[src/rtl/cvxif_compressed_arbiter_if.sv]
// Bundle of lane-side and CV-X-IF compressed-channel signals for cvxif_compressed_arbiter.
// The arbiter connects through the slave modport; the surrounding ID stage uses master.
interface cvxif_compressed_arbiter_if #(
  parameter int unsigned NrLanes = 1,
  parameter int unsigned XLEN    = 64
);
  logic                    flush_i;
  logic [XLEN-1:0]         hart_id_i;
  logic [NrLanes-1:0]      lane_valid_i;
  logic [NrLanes*32-1:0]   lane_instr_i;
  logic [NrLanes-1:0]      lane_is_cmp_i;
  logic [NrLanes-1:0]      lane_illegal_i;
  logic [NrLanes-1:0]      lane_ack_i;
  logic [NrLanes-1:0]      lane_done_o;
  logic [NrLanes*32-1:0]   lane_instr_o;
  logic [NrLanes-1:0]      lane_illegal_o;
  logic                    stall_o;
  logic                    cmp_valid_o;
  logic [15:0]             cmp_instr_o;
  logic [XLEN-1:0]         cmp_hartid_o;
  logic                    cmp_ready_i;
  logic                    cmp_accept_i;
  logic [31:0]             cmp_resp_instr_i;

  modport slave (
    input  flush_i, hart_id_i, lane_valid_i, lane_instr_i, lane_is_cmp_i, lane_illegal_i,
           lane_ack_i, cmp_ready_i, cmp_accept_i, cmp_resp_instr_i,
    output lane_done_o, lane_instr_o, lane_illegal_o, stall_o, cmp_valid_o, cmp_instr_o,
           cmp_hartid_o
  );

  modport master (
    output flush_i, hart_id_i, lane_valid_i, lane_instr_i, lane_is_cmp_i, lane_illegal_i,
           lane_ack_i, cmp_ready_i, cmp_accept_i, cmp_resp_instr_i,
    input  lane_done_o, lane_instr_o, lane_illegal_o, stall_o, cmp_valid_o, cmp_instr_o,
           cmp_hartid_o
  );
endinterface

[src/rtl/cvxif_compressed_arbiter.sv]
// Shares the CV-X-IF compressed request channel between ID decode lanes and stalls fetch until
// each valid lane is resolved. Optional REQ timeout is enabled with `define CVXIF_CMP_TIMEOUT_EN.
module cvxif_compressed_arbiter #(
  parameter int unsigned NrLanes    = 1,
  parameter int unsigned XLEN       = 64,
  parameter int unsigned TimeoutCyc = 64
) (
  input  logic                   clk_i,
  input  logic                   rst_ni,
  output logic [1:0]             state_o,
  cvxif_compressed_arbiter_if.slave bus
);

  localparam logic [1:0] IDLE  = 2'd0;
  localparam logic [1:0] REQ   = 2'd1;
  localparam logic [1:0] DRAIN = 2'd2;

  if (NrLanes < 1 || NrLanes > 2) begin : g_bad_lanes
    $error("NrLanes must be 1 or 2");
  end
  if (TimeoutCyc < 1 || TimeoutCyc > 255) begin : g_bad_timeout
    $error("TimeoutCyc must lie within the 8-bit counter range 1..255");
  end

  logic [1:0]            state_q;
  logic                  grant_q, grant_d;
  logic [15:0]           instr_q;
  logic [XLEN-1:0]       hartid_q;
  logic [NrLanes-1:0]    done_q, res_illegal_q;
  logic [NrLanes*32-1:0] res_instr_q;
  logic [NrLanes-1:0]    offload_cand, pending, done_vec;
  logic                  sel_valid;
  logic [31:0]           sel_instr;
  logic [15:0]           new_instr;
  logic                  resp_fire, timeout_fire, set_done, set_illegal;
  logic [31:0]           set_instr;

  assign offload_cand = bus.lane_is_cmp_i & bus.lane_illegal_i;
  assign pending      = bus.lane_valid_i & offload_cand & ~done_q;

  // Lane 1 is granted only when lane 0 is not pending, keeping program order.
  if (NrLanes == 1) begin : g_one_lane
    assign grant_d = 1'b0;
  end else begin : g_two_lanes
    assign grant_d = ~pending[0];
  end

  always_comb begin
    sel_valid = 1'b0;
    sel_instr = '0;
    new_instr = '0;
    for (int i = 0; i < NrLanes; i++) begin
      if (grant_q == 1'(i)) begin
        sel_valid = bus.lane_valid_i[i];
        sel_instr = bus.lane_instr_i[i*32 +: 32];
      end
      if (grant_d == 1'(i)) new_instr = bus.lane_instr_i[i*32 +: 16];
    end
  end

`ifdef CVXIF_CMP_TIMEOUT_EN
  localparam logic [7:0] TO_LAST = 8'(TimeoutCyc - 1);
  logic [7:0] cnt_q;

  always_ff @(posedge clk_i or negedge rst_ni) begin
    if (!rst_ni)              cnt_q <= '0;
    else if (state_q != REQ)  cnt_q <= '0;
    else if (cnt_q != 8'hFF)  cnt_q <= cnt_q + 8'd1;
  end

  assign timeout_fire = (state_q == REQ) && !bus.cmp_ready_i && !bus.flush_i && (cnt_q == TO_LAST);
`else
  assign timeout_fire = 1'b0;
`endif

  // A dropped lane (sel_valid low) still completes the handshake but its result is discarded.
  assign resp_fire   = (state_q == REQ) && bus.cmp_ready_i && !bus.flush_i;
  assign set_done    = (resp_fire || timeout_fire) && sel_valid;
  assign set_illegal = !(resp_fire && bus.cmp_accept_i);
  assign set_instr   = set_illegal ? sel_instr : bus.cmp_resp_instr_i;

  // Channel handshake: cmp_valid_o rises on a grant and is never retracted; cmp_instr_o and
  // cmp_hartid_o stay stable until the cycle cmp_ready_i is high, which is the transfer cycle and
  // also carries cmp_accept_i / cmp_resp_instr_i.
  always_ff @(posedge clk_i or negedge rst_ni) begin
    if (!rst_ni) begin
      state_q  <= IDLE;
      grant_q  <= 1'b0;
      instr_q  <= '0;
      hartid_q <= '0;
    end else begin
      case (state_q)
        IDLE: if (!bus.flush_i && (|pending)) begin
          state_q  <= REQ;
          grant_q  <= grant_d;
          instr_q  <= new_instr;
          hartid_q <= bus.hart_id_i;
        end
        REQ: begin
          if (bus.flush_i)          state_q <= bus.cmp_ready_i ? IDLE : DRAIN;
          else if (bus.cmp_ready_i) state_q <= IDLE;
          else if (timeout_fire)    state_q <= DRAIN;
        end
        DRAIN: if (bus.cmp_ready_i) state_q <= IDLE;
        default: state_q <= IDLE;
      endcase
    end
  end

  always_ff @(posedge clk_i or negedge rst_ni) begin
    if (!rst_ni) begin
      done_q        <= '0;
      res_illegal_q <= '0;
      res_instr_q   <= '0;
    end else begin
      for (int i = 0; i < NrLanes; i++) begin
        if (bus.flush_i || bus.lane_ack_i[i]) begin
          done_q[i]               <= 1'b0;
          res_illegal_q[i]        <= 1'b0;
          res_instr_q[i*32 +: 32] <= '0;
        end
        if (set_done && !bus.flush_i && (grant_q == 1'(i))) begin
          done_q[i]               <= 1'b1;
          res_illegal_q[i]        <= set_illegal;
          res_instr_q[i*32 +: 32] <= set_instr;
        end
      end
    end
  end

  always_comb begin
    done_vec           = '0;
    bus.lane_instr_o   = '0;
    bus.lane_illegal_o = '0;
    for (int i = 0; i < NrLanes; i++) begin
      done_vec[i] = rst_ni & (done_q[i] | (bus.lane_valid_i[i] & ~offload_cand[i]));
      if (rst_ni) begin
        bus.lane_instr_o[i*32 +: 32] = done_q[i] ? res_instr_q[i*32 +: 32] : bus.lane_instr_i[i*32 +: 32];
        bus.lane_illegal_o[i]        = done_q[i] ? res_illegal_q[i] : bus.lane_illegal_i[i];
      end
    end
  end

  assign bus.lane_done_o  = done_vec;
  assign bus.stall_o      = rst_ni & ~bus.flush_i & (|(bus.lane_valid_i & ~done_vec));
  assign bus.cmp_valid_o  = (state_q != IDLE);
  assign bus.cmp_instr_o  = instr_q;
  assign bus.cmp_hartid_o = hartid_q;
  assign state_o          = state_q;

endmodule

[src/flat_wrapper.sv]
// flat-port wrapper written by rule: the top's interface ports become plain ports
module cvxif_compressed_arbiter_flat 
#(
  parameter int unsigned NrLanes    = 1,
  parameter int unsigned XLEN       = 64,
  parameter int unsigned TimeoutCyc = 64
)
  (clk_i, rst_ni, state_o, bus_flush_i, bus_hart_id_i, bus_lane_valid_i, bus_lane_instr_i, bus_lane_is_cmp_i, bus_lane_illegal_i, bus_lane_ack_i, bus_cmp_ready_i, bus_cmp_accept_i, bus_cmp_resp_instr_i, bus_lane_done_o, bus_lane_instr_o, bus_lane_illegal_o, bus_stall_o, bus_cmp_valid_o, bus_cmp_instr_o, bus_cmp_hartid_o);
  cvxif_compressed_arbiter_if #(.NrLanes(NrLanes), .XLEN(XLEN)) bus_i ();
  input  logic clk_i;
  input  logic rst_ni;
  output logic [1:0] state_o;
  input wire logic [$bits(bus_i.flush_i)-1:0] bus_flush_i;
  input wire logic [$bits(bus_i.hart_id_i)-1:0] bus_hart_id_i;
  input wire logic [$bits(bus_i.lane_valid_i)-1:0] bus_lane_valid_i;
  input wire logic [$bits(bus_i.lane_instr_i)-1:0] bus_lane_instr_i;
  input wire logic [$bits(bus_i.lane_is_cmp_i)-1:0] bus_lane_is_cmp_i;
  input wire logic [$bits(bus_i.lane_illegal_i)-1:0] bus_lane_illegal_i;
  input wire logic [$bits(bus_i.lane_ack_i)-1:0] bus_lane_ack_i;
  input wire logic [$bits(bus_i.cmp_ready_i)-1:0] bus_cmp_ready_i;
  input wire logic [$bits(bus_i.cmp_accept_i)-1:0] bus_cmp_accept_i;
  input wire logic [$bits(bus_i.cmp_resp_instr_i)-1:0] bus_cmp_resp_instr_i;
  output wire logic [$bits(bus_i.lane_done_o)-1:0] bus_lane_done_o;
  output wire logic [$bits(bus_i.lane_instr_o)-1:0] bus_lane_instr_o;
  output wire logic [$bits(bus_i.lane_illegal_o)-1:0] bus_lane_illegal_o;
  output wire logic [$bits(bus_i.stall_o)-1:0] bus_stall_o;
  output wire logic [$bits(bus_i.cmp_valid_o)-1:0] bus_cmp_valid_o;
  output wire logic [$bits(bus_i.cmp_instr_o)-1:0] bus_cmp_instr_o;
  output wire logic [$bits(bus_i.cmp_hartid_o)-1:0] bus_cmp_hartid_o;
  assign bus_i.flush_i = bus_flush_i;
  assign bus_i.hart_id_i = bus_hart_id_i;
  assign bus_i.lane_valid_i = bus_lane_valid_i;
  assign bus_i.lane_instr_i = bus_lane_instr_i;
  assign bus_i.lane_is_cmp_i = bus_lane_is_cmp_i;
  assign bus_i.lane_illegal_i = bus_lane_illegal_i;
  assign bus_i.lane_ack_i = bus_lane_ack_i;
  assign bus_i.cmp_ready_i = bus_cmp_ready_i;
  assign bus_i.cmp_accept_i = bus_cmp_accept_i;
  assign bus_i.cmp_resp_instr_i = bus_cmp_resp_instr_i;
  assign bus_lane_done_o = bus_i.lane_done_o;
  assign bus_lane_instr_o = bus_i.lane_instr_o;
  assign bus_lane_illegal_o = bus_i.lane_illegal_o;
  assign bus_stall_o = bus_i.stall_o;
  assign bus_cmp_valid_o = bus_i.cmp_valid_o;
  assign bus_cmp_instr_o = bus_i.cmp_instr_o;
  assign bus_cmp_hartid_o = bus_i.cmp_hartid_o;
  cvxif_compressed_arbiter #(.NrLanes(NrLanes), .XLEN(XLEN), .TimeoutCyc(TimeoutCyc)) u_core (.clk_i(clk_i), .rst_ni(rst_ni), .state_o(state_o), .bus(bus_i));
endmodule
[config.mk]
export PLATFORM = sky130hd
export DESIGN_NAME = cvxif_compressed_arbiter_flat
export DESIGN_NICKNAME = d
export VERILOG_FILES = /design/src/rtl/cvxif_compressed_arbiter_if.sv /design/src/rtl/cvxif_compressed_arbiter.sv /design/src/flat_wrapper.sv
export SDC_FILE = /design/constraint.sdc
export NUM_CORES = 1
export LEC_CHECK = 0
export ABC_CLOCK_PERIOD_IN_PS = 5300
export BUFFER_PORTS_ARGS = -buffer_cell sky130_fd_sc_hd__buf_4
export CAP_MARGIN = 10
export CORE_MARGIN = 3
export CORE_UTILIZATION = 41
export CTS_BUF_LIST = sky130_fd_sc_hd__clkbuf_8
export DETAILED_ROUTE_END_ITERATION = 8
export PLACE_DENSITY = 0.82
export SYNTH_ARGS = -nofsm -noshare
export SYNTH_HDL_FRONTEND = slang
export SYNTH_SLANG_ARGS = --single-unit
export TNS_END_PERCENT = 1
[constraint.sdc]
create_clock -name clk_i -period 5.3 [get_ports clk_i]
set_input_delay 0.53 -clock clk_i [delete_from_list [all_inputs] [get_ports clk_i]]
set_output_delay 0.53 -clock clk_i [all_outputs]
set_load 0.02 [all_outputs]
==> results.md <==
* Root Driver: clkbuf_8
* DP Worst Slack at 2.88 ns
* Power per cell area at 355 nW/um^2
* Synth cell types at 23
* VDD IR-drop max at 0.151 mV
* Sequential share of the synthesized area at 51.5%
* Crit end category: output pin
* Initial core utilization at 42.2%
* Clock Path Buffers at 2
* Slew Limit Fails at 0
* Crit Path Class: register to output pin
* Switching pwr at 0.000830 W
* Synth Cell Area at 5630 sq um
* Final hold vios at 0
* Wirelength per Cell at 17.4 microns
* Sequential power share at 40.2%
* Worst r2r src: u_core.state_o[0]$_DFFE_PN0P_
* Highest Clock Rate at 0.418 GHz
* Total die area at 15,200 sq um
* Clock skew at 0.00842 ns
* Crit path arrival time at 1.86 ns
* Final Util at 59.6%
* Remaining global-route overflow at 0
* GP Congestion at 0.762
* FP Rows at 42
* Maximum fanout along the worst path at 35
* CTS buffer count at 17
* Area Overhead vs Synth at 41.3%
* Vias per cell at 4.84
* Hold crit path type: input pin to asynchronous set/reset pin
* # DRC at 0
* Post-CTS Hold Fix Bufs at 0
* CTS sink cnt at 116
* Synth Area per Inst at 15.1 sq um
* Largest net degree at the start of global routing at 51
* Clock slew at reported path FFs at 0.07 ns
* Maxcap violations at 0
* Ys Warns at 0
* Most common cell after layout, fill and taps aside: buf_4
* Net Count, Synth at 510
* Largest stage delay, worst path at 0.52 ns
* Total GRT Usage at 18.6%
* First-pass DRT Iterations at 4
* Worst path required time at 4.77 ns
* FF-to-FF End: u_core.bus.cmp_hartid_o[13]$_DFFE_PN0P_
* CP Capture Point: bus_lane_instr_o[2]
* R2r setup slk at 3.08 ns
* Iteration-0 DRC Markers at 155
* RSZ-0062 raised after global routing: false
* PortBufs at 254
* Fin Setup TNS at 0 ns
* Detailed-route via count at 3,923
* Most frequent cells in the layout: 261 x buf_4, 115 x dfrtp_1, 80 x mux2_4, 65 x mux2i_1, 34 x nor2b_1
* Crit. Startpoint: u_core.done_q$_DFFE_PN0P_
* Mapped Cells at 373
* Number of global-route vias before repair at 4,131
* Post-Route WL at 14,100 microns
* Status: finished, final reports clean
* Gate power share at 31.9%
* Final worst-path setup slack at 2.91 ns
* Flops & latches, synth at 116
* LEAKAGE at 4.12 nW
* CP cell instances: buf_4 -> mux2i_1 -> nor2b_1 -> buf_4
* Slowest CP cell: buf_4
* Postcts setup bufs at 0
* Reg2Reg Depth at 4
* Clock share of power at 28.0%
* Io pins at 255
* Nets at 763
* Layout cell share with drive strength beyond 1 at 59.1%
* Min Tclk post-route at 2.39 ns
* DIE WIDTH at 123 microns
* Hpwl dp at 10,300 microns
* CTS tree: done
* First-pass GRT wire length at 21,700 microns
* # fillers at 1,080
* Ant. Diodes at 0
* Slew margin rel. at 46.2%
* Cts repair resizes at 0
* Slew @ Worst Pin at 0.803 ns
* Setup violators final at 0
* Worst skew pair latency at 0.42 ns
* Switching share of total power at 29.3%
* Internal Power at 0.00200 W
* Initial antenna violation count at 0
* Period utilization at 45.2%
* Die height at 123 microns
* Core Area at 13,300 sq um
* Htree depth at 4
* Post-route ant nets at 0
* Startpoint types: register
* Cell mode on critical path: buf_4
[per-layer routing]
layer  GRT usage [%]  routed length (microns)  up-vias
li1                -                        -     1842
met4            6.78                      253        0
met2            30.1                     6820      175
met5               0                        0        -
met1            23.9                     5950     1883
met3            5.12                     1100       23
[stage by stage]
| stage | hold slack (ns) | area (sq um) | std cells | power, W |
|---|---|---|---|---|
| floorplan | 0.234 | 5630 | 373 | 0.00163 |
| global placement | 0.470 | 7580 | 783 | 0.00204 |
| detailed placement | 0.474 | 7580 | 783 | 0.00206 |
| CTS | 0.0962 | 7960 | 811 | 0.00286 |
| global route | 0.126 | 7960 | 811 | 0.00297 |
| finish | 0.110 | 7960 | 811 | 0.00283 |
[synthesized netlist by cell type]
library cell | count | share of area (%)
nand2b_1 | 2 | 0.22
buf_2 | 2 | 0.18
nor3_1 | 1 | 0.089
o2bb2ai_1 | 32 | 5.0
nor3b_1 | 2 | 0.27
buf_1 | 1 | 0.067
a21oi_1 | 4 | 0.36
mux2i_1 | 65 | 12
nor2b_1 | 34 | 3.8
mux2_2 | 1 | 0.20
or2_2 | 2 | 0.22
or3_1 | 1 | 0.11
dfrtp_1 | 116 | 52
nand4b_4 | 1 | 0.42
clkbuf_1 | 14 | 0.93
nand4b_1 | 1 | 0.16
buf_4 | 1 | 0.13
or2_1 | 1 | 0.11
nand2_1 | 1 | 0.067
buf_6 | 1 | 0.20
mux2_4 | 80 | 21
nand3b_1 | 2 | 0.27
buf_12 | 8 | 2.8
[power by group through the flow]
stage,Combinational (W),Clock (W),Sequential [W]
4_1_cts,0.000914,0.000813,0.00114
3_3_place_gp,0.000900,0,0.00114
3_5_place_dp,0.000910,0,0.00115
6_report,0.000902,0.000791,0.00114
5_1_grt,0.000957,0.000858,0.00115
2_1_floorplan,0.000304,0,0.00132
[how the worst min path moves through the flow]
stage,to,slack (ns),cells after the start
global route,u_core.bus.cmp_hartid_o[35]$_DFFE_PN0P_,0.13,1
CTS,u_core.bus.cmp_hartid_o[33]$_DFFE_PN0P_,0.1,1
global placement,u_core.res_instr_q[13]$_DFFE_PN0P_,0.47,1
floorplan,u_core.bus.cmp_hartid_o[0]$_DFFE_PN0P_,0.23,0
finish,u_core.bus.cmp_hartid_o[38]$_DFFE_PN0P_,0.11,1
detailed placement,u_core.res_instr_q[29]$_DFFE_PN0P_,0.47,1
[cell families after synthesis]
group	Yosys count	synth area share, %
muxes	146	33.1
DFF	116	51.5
and+or+nand+nor	48	5.71
AOI/OAI and AO/OA	36	5.33
buffers and inverters	27	4.35
[flip-flops by register name, indices dropped and copies added (netlist names)]
| name | cells |
|---|---|
| u_core.res_instr_q | 32 |
| u_core.res_illegal_q | 1 |
| u_core.bus.cmp_instr_o | 16 |
| u_core.state_o | 2 |
| u_core.done_q | 1 |
| u_core.bus.cmp_hartid_o | 64 |
[critical path: cells and delay by family, from the launching register on]
family	cells	cell delay (ns)
mux	1	0.32
buf+inv	2	0.68
simple gates	1	0.07
flops	1	0.37
[cell type report]
class / instances / area, sq um / area share (%)
clock buffer: 22 / 303 / 3.80
clock inverter: 6 / 78.8 / 0.990
multi-input combinational: 230 / 2490 / 31.3
sequential: 116 / 2900 / 36.5
tap: 176 / 220 / 2.77
timing repair buffer: 261 / 1960 / 24.6
Power figures use the tool's default switching activity.
